--- src/rtl/store_drain_buffer_pkg.sv ---
// store_drain_buffer_pkg: shared entry layout, drain states and widths for the store drain buffer.
package store_drain_buffer_pkg;
  localparam int SDB_ADDR_WIDTH = 32;
  localparam int SDB_WORD_WIDTH = 32;
  localparam int STROBE_WIDTH = SDB_WORD_WIDTH / 8;
  typedef struct packed {
    logic [SDB_ADDR_WIDTH-3:0] addr;
    logic [STROBE_WIDTH-1:0] strobe;
    logic [SDB_WORD_WIDTH-1:0] data;
  } sdb_entry_t;
  typedef enum logic [1:0] {IDLE, REQ, WAIT} sdb_state_t;
endpackage

--- src/rtl/sdb_storage.sv ---
// sdb_storage: entry register array with tail write port, head read port and per-slot address compare.
module sdb_storage
  import store_drain_buffer_pkg::*;
#(
  parameter int NUM_ENTRIES = 8,
  localparam int IW = $clog2(NUM_ENTRIES)
) (
  input  logic                      clk,
  input  logic                      wr_en,
  input  logic [IW-1:0]             wr_idx,
  input  sdb_entry_t                wr_entry,
  input  logic [IW-1:0]             rd_idx,
  output sdb_entry_t                rd_entry,
  input  logic [SDB_ADDR_WIDTH-3:0] cmp_addr,
  output logic [NUM_ENTRIES-1:0]    match
);
  sdb_entry_t mem [NUM_ENTRIES];
  always_ff @(posedge clk)
    if (wr_en) mem[wr_idx] <= wr_entry;
  assign rd_entry = mem[rd_idx];
  for (genvar i = 0; i < NUM_ENTRIES; i++) begin : g_cmp
    assign match[i] = mem[i].addr == cmp_addr;
  end
endmodule

--- src/rtl/store_drain_buffer.sv ---
// store_drain_buffer: in-order store write buffer draining to the memory bus, with load hazard lookup.
module store_drain_buffer
  import store_drain_buffer_pkg::*;
#(
  parameter int NUM_ENTRIES = 8,
  parameter int ADDR_WIDTH = 32,
  parameter int WORD_WIDTH = 32
) (
  input  logic                    clk,
  input  logic                    reset,
  input  logic                    push_valid,
  output logic                    push_ready,
  input  logic [ADDR_WIDTH-1:0]   push_addr,
  input  logic [STROBE_WIDTH-1:0] push_strobe,
  input  logic [WORD_WIDTH-1:0]   push_data,
  output logic                    m_valid,
  input  logic                    m_ready,
  output logic [ADDR_WIDTH-1:0]   m_addr,
  output logic [STROBE_WIDTH-1:0] m_strobe,
  output logic [WORD_WIDTH-1:0]   m_data,
  input  logic                    m_done,
  input  logic [ADDR_WIDTH-1:0]   lookup_addr,
  output logic                    lookup_hit,
  output logic                    empty,
  output logic                    full
);
  localparam int PW = $clog2(NUM_ENTRIES);
  logic [PW:0] head, tail, count, head_nxt, tail_nxt;
  sdb_state_t state, state_nxt;
  sdb_entry_t wr_entry, head_entry;
  logic [NUM_ENTRIES-1:0] match, occ;
  logic push, pop, unused_bits;
  assign full = head[PW] != tail[PW] && head[PW-1:0] == tail[PW-1:0];
  assign empty = head == tail;
  assign push_ready = !full;
  assign push = push_valid && push_ready;
  assign pop = state == WAIT && m_done;
  assign count = tail - head;
  assign head_nxt = head + (PW+1)'(pop);
  assign tail_nxt = tail + (PW+1)'(push);
  assign wr_entry = '{addr: push_addr[ADDR_WIDTH-1:2], strobe: push_strobe, data: push_data};
  assign unused_bits = ^{push_addr[1:0], lookup_addr[1:0]};
  sdb_storage #(.NUM_ENTRIES(NUM_ENTRIES)) u_storage (
    .clk(clk),
    .wr_en(push),
    .wr_idx(tail[PW-1:0]),
    .wr_entry(wr_entry),
    .rd_idx(head[PW-1:0]),
    .rd_entry(head_entry),
    .cmp_addr(lookup_addr[ADDR_WIDTH-1:2]),
    .match(match)
  );
  // a slot is occupied when its distance from head is below the occupancy count
  always_comb begin
    occ = '0;
    for (int i = 0; i < NUM_ENTRIES; i++)
      occ[i] = {1'b0, PW'(i) - head[PW-1:0]} < count;
  end
  assign lookup_hit = |(match & occ);
  // next state after a pop accounts for a push landing on the same edge
  assign state_nxt = state == IDLE ? (empty ? IDLE : REQ) :
                     state == REQ  ? (m_ready ? WAIT : REQ) :
                     !m_done ? WAIT : (tail_nxt != head_nxt ? REQ : IDLE);
  always_ff @(posedge clk or posedge reset)
    if (reset) begin
      head <= '0;
      tail <= '0;
      state <= IDLE;
    end else begin
      head <= head_nxt;
      tail <= tail_nxt;
      state <= state_nxt;
    end
  assign m_valid = state == REQ;
  assign m_addr = {head_entry.addr, 2'b00};
  assign m_strobe = head_entry.strobe;
  assign m_data = head_entry.data;
endmodule

--- config.mk ---
export PLATFORM = sky130hd
export DESIGN_NAME = store_drain_buffer
export DESIGN_NICKNAME = d
export VERILOG_FILES = /design/src/rtl/store_drain_buffer_pkg.sv /design/src/rtl/sdb_storage.sv /design/src/rtl/store_drain_buffer.sv
export SDC_FILE = /design/constraint.sdc
export NUM_CORES = 1
export LEC_CHECK = 0
export CORE_UTILIZATION = 52
export CTS_BUF_LIST = sky130_fd_sc_hd__clkbuf_8
export DETAILED_ROUTE_END_ITERATION = 10
export GPL_TIMING_DRIVEN = 0
export PLACE_DENSITY = 0.72
export SETUP_SLACK_MARGIN = 0.2
export SLEW_MARGIN = 20
export SYNTH_ARGS = -nofsm -noshare
export SYNTH_HDL_FRONTEND = slang
export SYNTH_HIERARCHICAL = 1
export SYNTH_SLANG_ARGS = --single-unit
export TNS_END_PERCENT = 30
--- constraint.sdc ---
create_clock -name clk -period 7.6 [get_ports clk]
set_input_delay 1.52 -clock clk [delete_from_list [all_inputs] [get_ports clk]]
set_output_delay 1.52 -clock clk [all_outputs]
set_load 0.1 [all_outputs]
==> results of run 1 <==
final timing paths:
kind                                 start                    to  slack (ps)  depth (start not counted)
setup / recovery           lookup_addr[16]            lookup_hit         590                          9
hold / removal                     tail[3]               tail[3]         530                          1
setup reg to reg                   head[2]  u_storage/mem[4][27]        3740                         14
hold reg to reg                    tail[3]               tail[3]         530                          1
max in group asynchronous            reset               head[2]        6160                          2
min in group asynchronous            reset              state[0]        1160                          2
critical path, cell delays in order:
cell	delay (ps)
clkbuf_1	400
xor2_1	150
nor4_1	700
nand4_1	340
nor4_1	530
or4_1	200
nor2_1	50
o311ai_1	390
clkdlybuf4s50_1	1210
layout make-up:
class | instances | area, sq um | area share [%]
multi-input combinational | 610 | 7120 | 25.3
tap | 592 | 741 | 2.64
inverter | 13 | 48.8 | 0.174
clock inverter | 65 | 389 | 1.38
clock buffer | 89 | 1220 | 4.36
antenna | 4 | 10.0 | 0.0356
buffer | 69 | 350 | 1.25
timing repair buffer | 185 | 2110 | 7.51
sequential | 538 | 16100 | 57.3
cell usage in the layout (no fill, tap or decap), types with 2 or more instances in the layout:
cell,Yosys,final
a21oi_1,3,3
and3b_1,2,2
buf_1,15,15
buf_12,0,11
buf_16,0,10
buf_2,13,13
buf_4,2,17
buf_6,9,17
bufinv_16,0,3
clkbuf_1,30,30
clkbuf_8,0,89
clkdlybuf4s50_1,0,141
clkinv_1,0,20
clkinv_2,0,13
clkinvlp_4,0,2
conb_1,1,2
dfrtp_1,10,10
diode_2,0,4
edfxtp_1,528,528
fa_1,2,2
ha_1,21,21
inv_1,13,35
inv_6,0,2
mux2_2,66,66
mux4_2,132,132
nand2_1,4,4
nand2b_1,9,9
nand3_1,10,10
nand4_1,25,25
nor2_1,8,2
nor2_4,0,6
nor2b_1,6,6
nor3_2,0,2
nor4_1,48,48
o21ai_0,4,4
or4_1,2,2
xnor2_1,85,85
xor2_1,166,166
metrics by stage:
stage / instances / instance area [sq um] / hold WS (ps) / total power, mW / utilization (%)
floorplan: 1230 / 23600 / 501 / 8.19 / -
global placement: 1963 / 25700 / 518 / 9.65 / 57.9
detailed placement: 2007 / 26500 / 521 / 9.78 / 59.6
CTS: 2161 / 28100 / 534 / 12.1 / 63.3
global route: 2163 / 28100 / 573 / 12.5 / 63.3
finish: 2165 / 28100 / 535 / 12.0 / 63.3
state kept, by name, summed over array words and instances, names as in the netlist:
name           flops
head               4
state              2
tail               4
u_storage/mem    528
metal layers:
metal,track usage (%),up-vias,part of all wire [%]
met3,5.94,91,7.1
li1,-,5454,-
met5,0,-,0.11
met2,39.3,454,49
met4,7.36,10,2.1
met1,33.9,6464,42
logic make-up after synthesis:
kind of cell	after synthesis
mux	198
simple gates	119
buf+inv	82
fa+ha+maj	23
flops	538
xor+xnor	252
other cells	1
compound gates	16
power groups by stage:
| stage | Sequential [mW] | Combinational, mW | Clock, mW |
|---|---|---|---|
| finish | 3.93 | 5.77 | 2.33 |
| global route | 3.97 | 6.03 | 2.50 |
| CTS | 3.93 | 5.81 | 2.38 |
| detailed placement | 3.99 | 5.79 | 0 |
| global placement | 4.09 | 5.56 | 0 |
| floorplan | 3.99 | 4.20 | 0 |
==> run_results.csv, run 1 <==
group,metric,value,unit
status,status,"finished clean",
cts,htree_levels,3,
sta,setup_ws,594,ps
synth,ys_warn_count,6,
cts,cts_tree,"yes",
detailed_routing,wirelength,55.4,mm
sta,clock_skew,26.0,ps
power_and_ir_drop,powerDensity,428,nW/um^2
sta,setup_violations,0,
global_routing,grt_first_pass_wirelength,82.6,mm
sta,post-route-period-util,92.2,%
sta,max_freq,0.143,GHz
sta,min_period,7010,ps
synth,yosysSeqAreaShare,68.3,%
synth,synth_top_area_share,67.3,%
global_routing,gr-total-overflow,0,
sta,worstMarginPinSlew,1100,ps
cts,path_clk_slew,60,ps
worst_setup_path,critPathMaxFanout,8,
synth,ys.flop_type,"edfxtp_1",
synth,synth_cell_types,40,
power_and_ir_drop,p_clk_share,19.4,%
worst_setup_path,cp_data_required_time,6080,ps
floorplanning,core-area,44400,sq um
cts,cts_root_buffer,"clkbuf_8",
cts,clkLatencyLatePin,660,ps
detailed_routing,first_iter_violations,995,
worst_setup_path,arrival,5490,ps
cells_and_area,final_nets,1632,
power_and_ir_drop,ir_drop,0.000354,V
cts,cts_hold_buf,0,
synth,synth_commonest_cells,"edfxtp_1, xor2_1, mux4_2, xnor2_1, mux2_2",
synth,synth_xor_area_share,9.40,%
power_and_ir_drop,switchingPower,5.17,mW
worst_setup_path,path_class,"input port to primary output",
synth,synth_top_family_by_area,"multiplexers",
synth,synth_fa_ha_area_share,1.28,%
power_and_ir_drop,intPower,6.86,mW
power_and_ir_drop,swShare,43.0,%
floorplanning,die_h,215,um
floorplanning,start_util,53.1,%
floorplanning,dieArea,46200,sq um
detailed_routing,ant_nets,0,
global_routing,grt.total_usage,24.7,%
placement,dpl_worst_slack,712,ps
detailed_routing,drc,0,
worst_hold_path,min_path_type,"flip-flop to flip-flop",
cts,clk_path_buf_depth,3,
global_routing,antenna_found_initial,9,
synth,netlist_instances,1229,
sta,drv_slew,0,
placement,port_buffers,141,
synth,synthMuxAreaShare,15.8,%
synth,synth-simple-area-share,3.00,%
synth,netlist_top_cells_area,"edfxtp_1, mux4_2, xor2_1",
cells_and_area,synthToLayoutAreaGrowth,19.2,%
cts,clock_sinks,538,
synth,avgSynthCellArea,19.2,sq um
cells_and_area,drive_gt1_share,24.7,%
worst_setup_path,critPathLaunchType,"input port",
global_routing,grt_pass1_vias,13200,
placement,gp_congestion,0.858,
global_routing,grt_max_degree,21,
detailed_routing,vias_per_cell,5.76,
placement,place_hpwl,38.3,mm
cts,cts_resized,0,
sta,tns,0,ps
worst_setup_path,end_kind,"primary output",
cts,cts_buffers,87,
power_and_ir_drop,pwr-share-comb,48.0,%
detailed_routing,wire_per_inst,25.6,um
synth,synth_compound_area_share,0.504,%
synth,synth_largest_area_cell,"edfxtp_1",
power_and_ir_drop,seqPwrFrac,32.7,%
sta,finalHoldViolations,0,
synth,synth-async-reset-ratio,1.86,%
cells_and_area,nFillCells,3091,
floorplanning,fp.dieW,215,um
synth,ys_ff_latch,538,
synth,synth-edff-count,528,
detailed_routing,firstDrtPassIters,5,
floorplanning,rows,77,
synth,synth.most_common_cell,"edfxtp_1",
sta,rsz0062_at_grt,"no",
detailed_routing,routed-via-count,12500,
synth,syn_area,23600,sq um
floorplanning,io_pins,178,
cts,cts_setup_buffers,0,
power_and_ir_drop,power.leakage,9.27,nW
run,maxCapViolCount,0,
sta,slew_headroom,26.7,%
Note: power is estimated with default switching activity, not from simulation.
==> run 2: changes to the inputs <==
--- a/config.mk
+++ b/config.mk
@@ -9,7 +9,7 @@
 export CTS_BUF_LIST = sky130_fd_sc_hd__clkbuf_8
 export DETAILED_ROUTE_END_ITERATION = 10
 export GPL_TIMING_DRIVEN = 0
-export PLACE_DENSITY = 0.72
+export PLACE_DENSITY_LB_ADDON = 0.12
 export SETUP_SLACK_MARGIN = 0.2
 export SLEW_MARGIN = 20
 export SYNTH_ARGS = -nofsm -noshare
==> run 2 against run 1 <==
Global-route usage decreased by 0.39 points. Cell area decreased by 0.54%. Clock power decreased by 7%. Fmax increased by 1.0%. Power decreased by 1.7%. Sequential cell count unchanged. Core utilization decreased by 0.34 points. Non-clock buffer count decreased by 3. Largest cell class unchanged. Critical endpoint unchanged.
==> run_results.csv, run 2 (synthesis results as in run 1) <==
group,metric,value,unit
status,status,"finished clean",
cts,clk_path_buf_depth,3,
sta,tns,0,ps
run,maxCapViolCount,0,
worst_hold_path,min_path_type,"flip-flop to flip-flop",
power_and_ir_drop,pwr-share-comb,48.4,%
cts,cts_buffers,87,
global_routing,grt_pass1_vias,12900,
global_routing,grt.total_usage,24.3,%
cts,cts_hold_buf,0,
cells_and_area,drive_gt1_share,24.1,%
cells_and_area,reg_top3,"u_storage/mem (528), head (4), tail (4)",
sta,setup_violations,0,
power_and_ir_drop,power,11.8,mW
floorplanning,dieArea,46200,sq um
worst_setup_path,critPathLaunchType,"input port",
placement,gp_congestion,0.859,
power_and_ir_drop,intPower,6.74,mW
power_and_ir_drop,ir_drop,0.000406,V
floorplanning,start_util,53.1,%
cts,htree_levels,3,
power_and_ir_drop,swShare,43.0,%
cts,cts_resized,0,
worst_setup_path,path_class,"input port to primary output",
global_routing,grt.met1_usage,33.0,%
floorplanning,rows,77,
detailed_routing,firstDrtPassIters,6,
cts,clkLatencyLatePin,640,ps
floorplanning,core-area,44400,sq um
placement,dpl_worst_slack,610,ps
placement,dpl_cell_area,26500,sq um
power_and_ir_drop,p_clk_share,18.3,%
sta,min_period,6930,ps
global_routing,grtUsageMet2,39.3,%
global_routing,grt-busiest-layer,"met2",
cts,cts_setup_buffers,0,
floorplanning,die_h,215,um
worst_setup_path,cp_data_required_time,6080,ps
cts,cts_root_buffer,"clkbuf_8",
floorplanning,fp.dieW,215,um
global_routing,gr-total-overflow,0,
sta,clock_skew,13.9,ps
cells_and_area,mostFrequentLayoutCells,"edfxtp_1, xor2_1, clkdlybuf4s50_1",
detailed_routing,routed-via-count,12400,
sta,holdWs,554,ps
sta,max_freq,0.144,GHz
global_routing,antenna_found_initial,4,
detailed_routing,first_iter_violations,974,
worst_setup_path,arrival,5410,ps
sta,worstMarginPinSlew,1080,ps
global_routing,grt_use_met3,5.80,%
cts,cts_tree,"yes",
detailed_routing,wirelength,55.0,mm
power_and_ir_drop,seqPwrFrac,33.3,%
sta,rsz0062_at_grt,"no",
detailed_routing,wire_per_inst,25.5,um
cells_and_area,final_common_cell,"edfxtp_1",
power_and_ir_drop,switchingPower,5.09,mW
detailed_routing,ant_nets,0,
placement,place_hpwl,38.7,mm
worst_setup_path,critPathMaxFanout,8,
sta,slew_headroom,27.9,%
cts,path_clk_slew,60,ps
sta,post-route-period-util,91.2,%
cells_and_area,largest_register_ffs,528,
sta,setup_ws,666,ps
global_routing,grt_first_pass_wirelength,81.3,mm
global_routing,grt_max_degree,21,
cells_and_area,final_nets,1629,
power_and_ir_drop,powerDensity,423,nW/um^2
cts,clock_sinks,538,
power_and_ir_drop,power.leakage,9.20,nW
detailed_routing,drc,0,
cells_and_area,synthToLayoutAreaGrowth,18.6,%
cells_and_area,regMostFlops,"u_storage/mem",
detailed_routing,vias_per_cell,5.73,
cells_and_area,postLayoutCellArea,28000,sq um
floorplanning,io_pins,178,
sta,drv_slew,0,
worst_setup_path,end_kind,"primary output",
sta,finalHoldViolations,0,
placement,port_buffers,141,
-- run 2: cell count changes in the layout (fill, tap and decap cells not counted) --
cell / previous run / this run
buf_16: 10 / 13
clkinv_8: 1 / 0
buf_12: 11 / 8
inv_1: 35 / 41
buf_4: 17 / 18
clkinv_2: 13 / 9
inv_12: 1 / 0
clkinv_1: 20 / 18
bufinv_16: 3 / 0
inv_6: 2 / 0
inv_8: 1 / 0
buf_6: 17 / 13
clkinvlp_4: 2 / 5
diode_2: 4 / 3
-- run 2: area by class of cell --
type	instances	area (sq um)
clock inverters	60	255
clock buffers	89	1220
diodes	3	7.51
flip-flops and latches	538	16100
repair buffers	182	2090
inverters	13	48.8
well taps	592	741
multi-input cells	610	7120
fillers	3192	16500
plain buffers	69	350
-- run 2: layer usage --
metal	up-vias	wire length [um]
met5	-	38
met3	86	4260
met1	6388	22800
met2	435	26900
met4	6	973
li1	5443	-
-- run 2: final timing paths --
path | from | end | slack, ps | cells after the start
worst max-delay path | lookup_addr[16] | lookup_hit | 670 | 9
worst min-delay path | tail[3] | tail[3] | 550 | 1
worst max register to register | head[2] | u_storage/mem[4][27] | 4010 | 11
max in group asynchronous | reset | tail[0] | 6160 | 2
worst min register to register | tail[3] | tail[3] | 550 | 1
min in group asynchronous | reset | tail[1] | 1160 | 2
-- run 2: power groups by stage --
stage / Clock (mW) / Combinational (mW) / Sequential (mW)
after floorplan: 0 / 4.20 / 3.99
after global placement: 0 / 5.55 / 4.09
after detailed placement: 0 / 5.76 / 3.99
after CTS: 2.23 / 5.79 / 3.94
after global routing: 2.35 / 5.97 / 3.97
final: 2.17 / 5.72 / 3.93
-- run 2: worst max-delay path: stages --
cell and delay [ps]:
clkbuf_1 420, xor2_1 150, nor4_1 690, nand4_1 320
nor4_1 480, or4_1 200, nor2_1 50, o311ai_1 360
clkdlybuf4s50_1 1200
-- run 2: per-stage QoR --
step / util (%) / instances
after floorplan: - / 1230
after detailed placement: 59.6 / 2004
after CTS: 62.9 / 2153
after global placement: 57.9 / 1963
final: 62.9 / 2156
after global routing: 62.9 / 2153
==> run 3: changes to the inputs <==
--- a/config.mk
+++ b/config.mk
@@ -9,8 +9,7 @@
 export CTS_BUF_LIST = sky130_fd_sc_hd__clkbuf_8
 export DETAILED_ROUTE_END_ITERATION = 10
 export GPL_TIMING_DRIVEN = 0
-export PLACE_DENSITY_LB_ADDON = 0.12
-export SETUP_SLACK_MARGIN = 0.2
+export PLACE_DENSITY = 0.72
 export SLEW_MARGIN = 20
 export SYNTH_ARGS = -nofsm -noshare
 export SYNTH_HDL_FRONTEND = slang
==> results of run 3 <==
No change in the layout: final DEF, timing and power equal those of run 1.
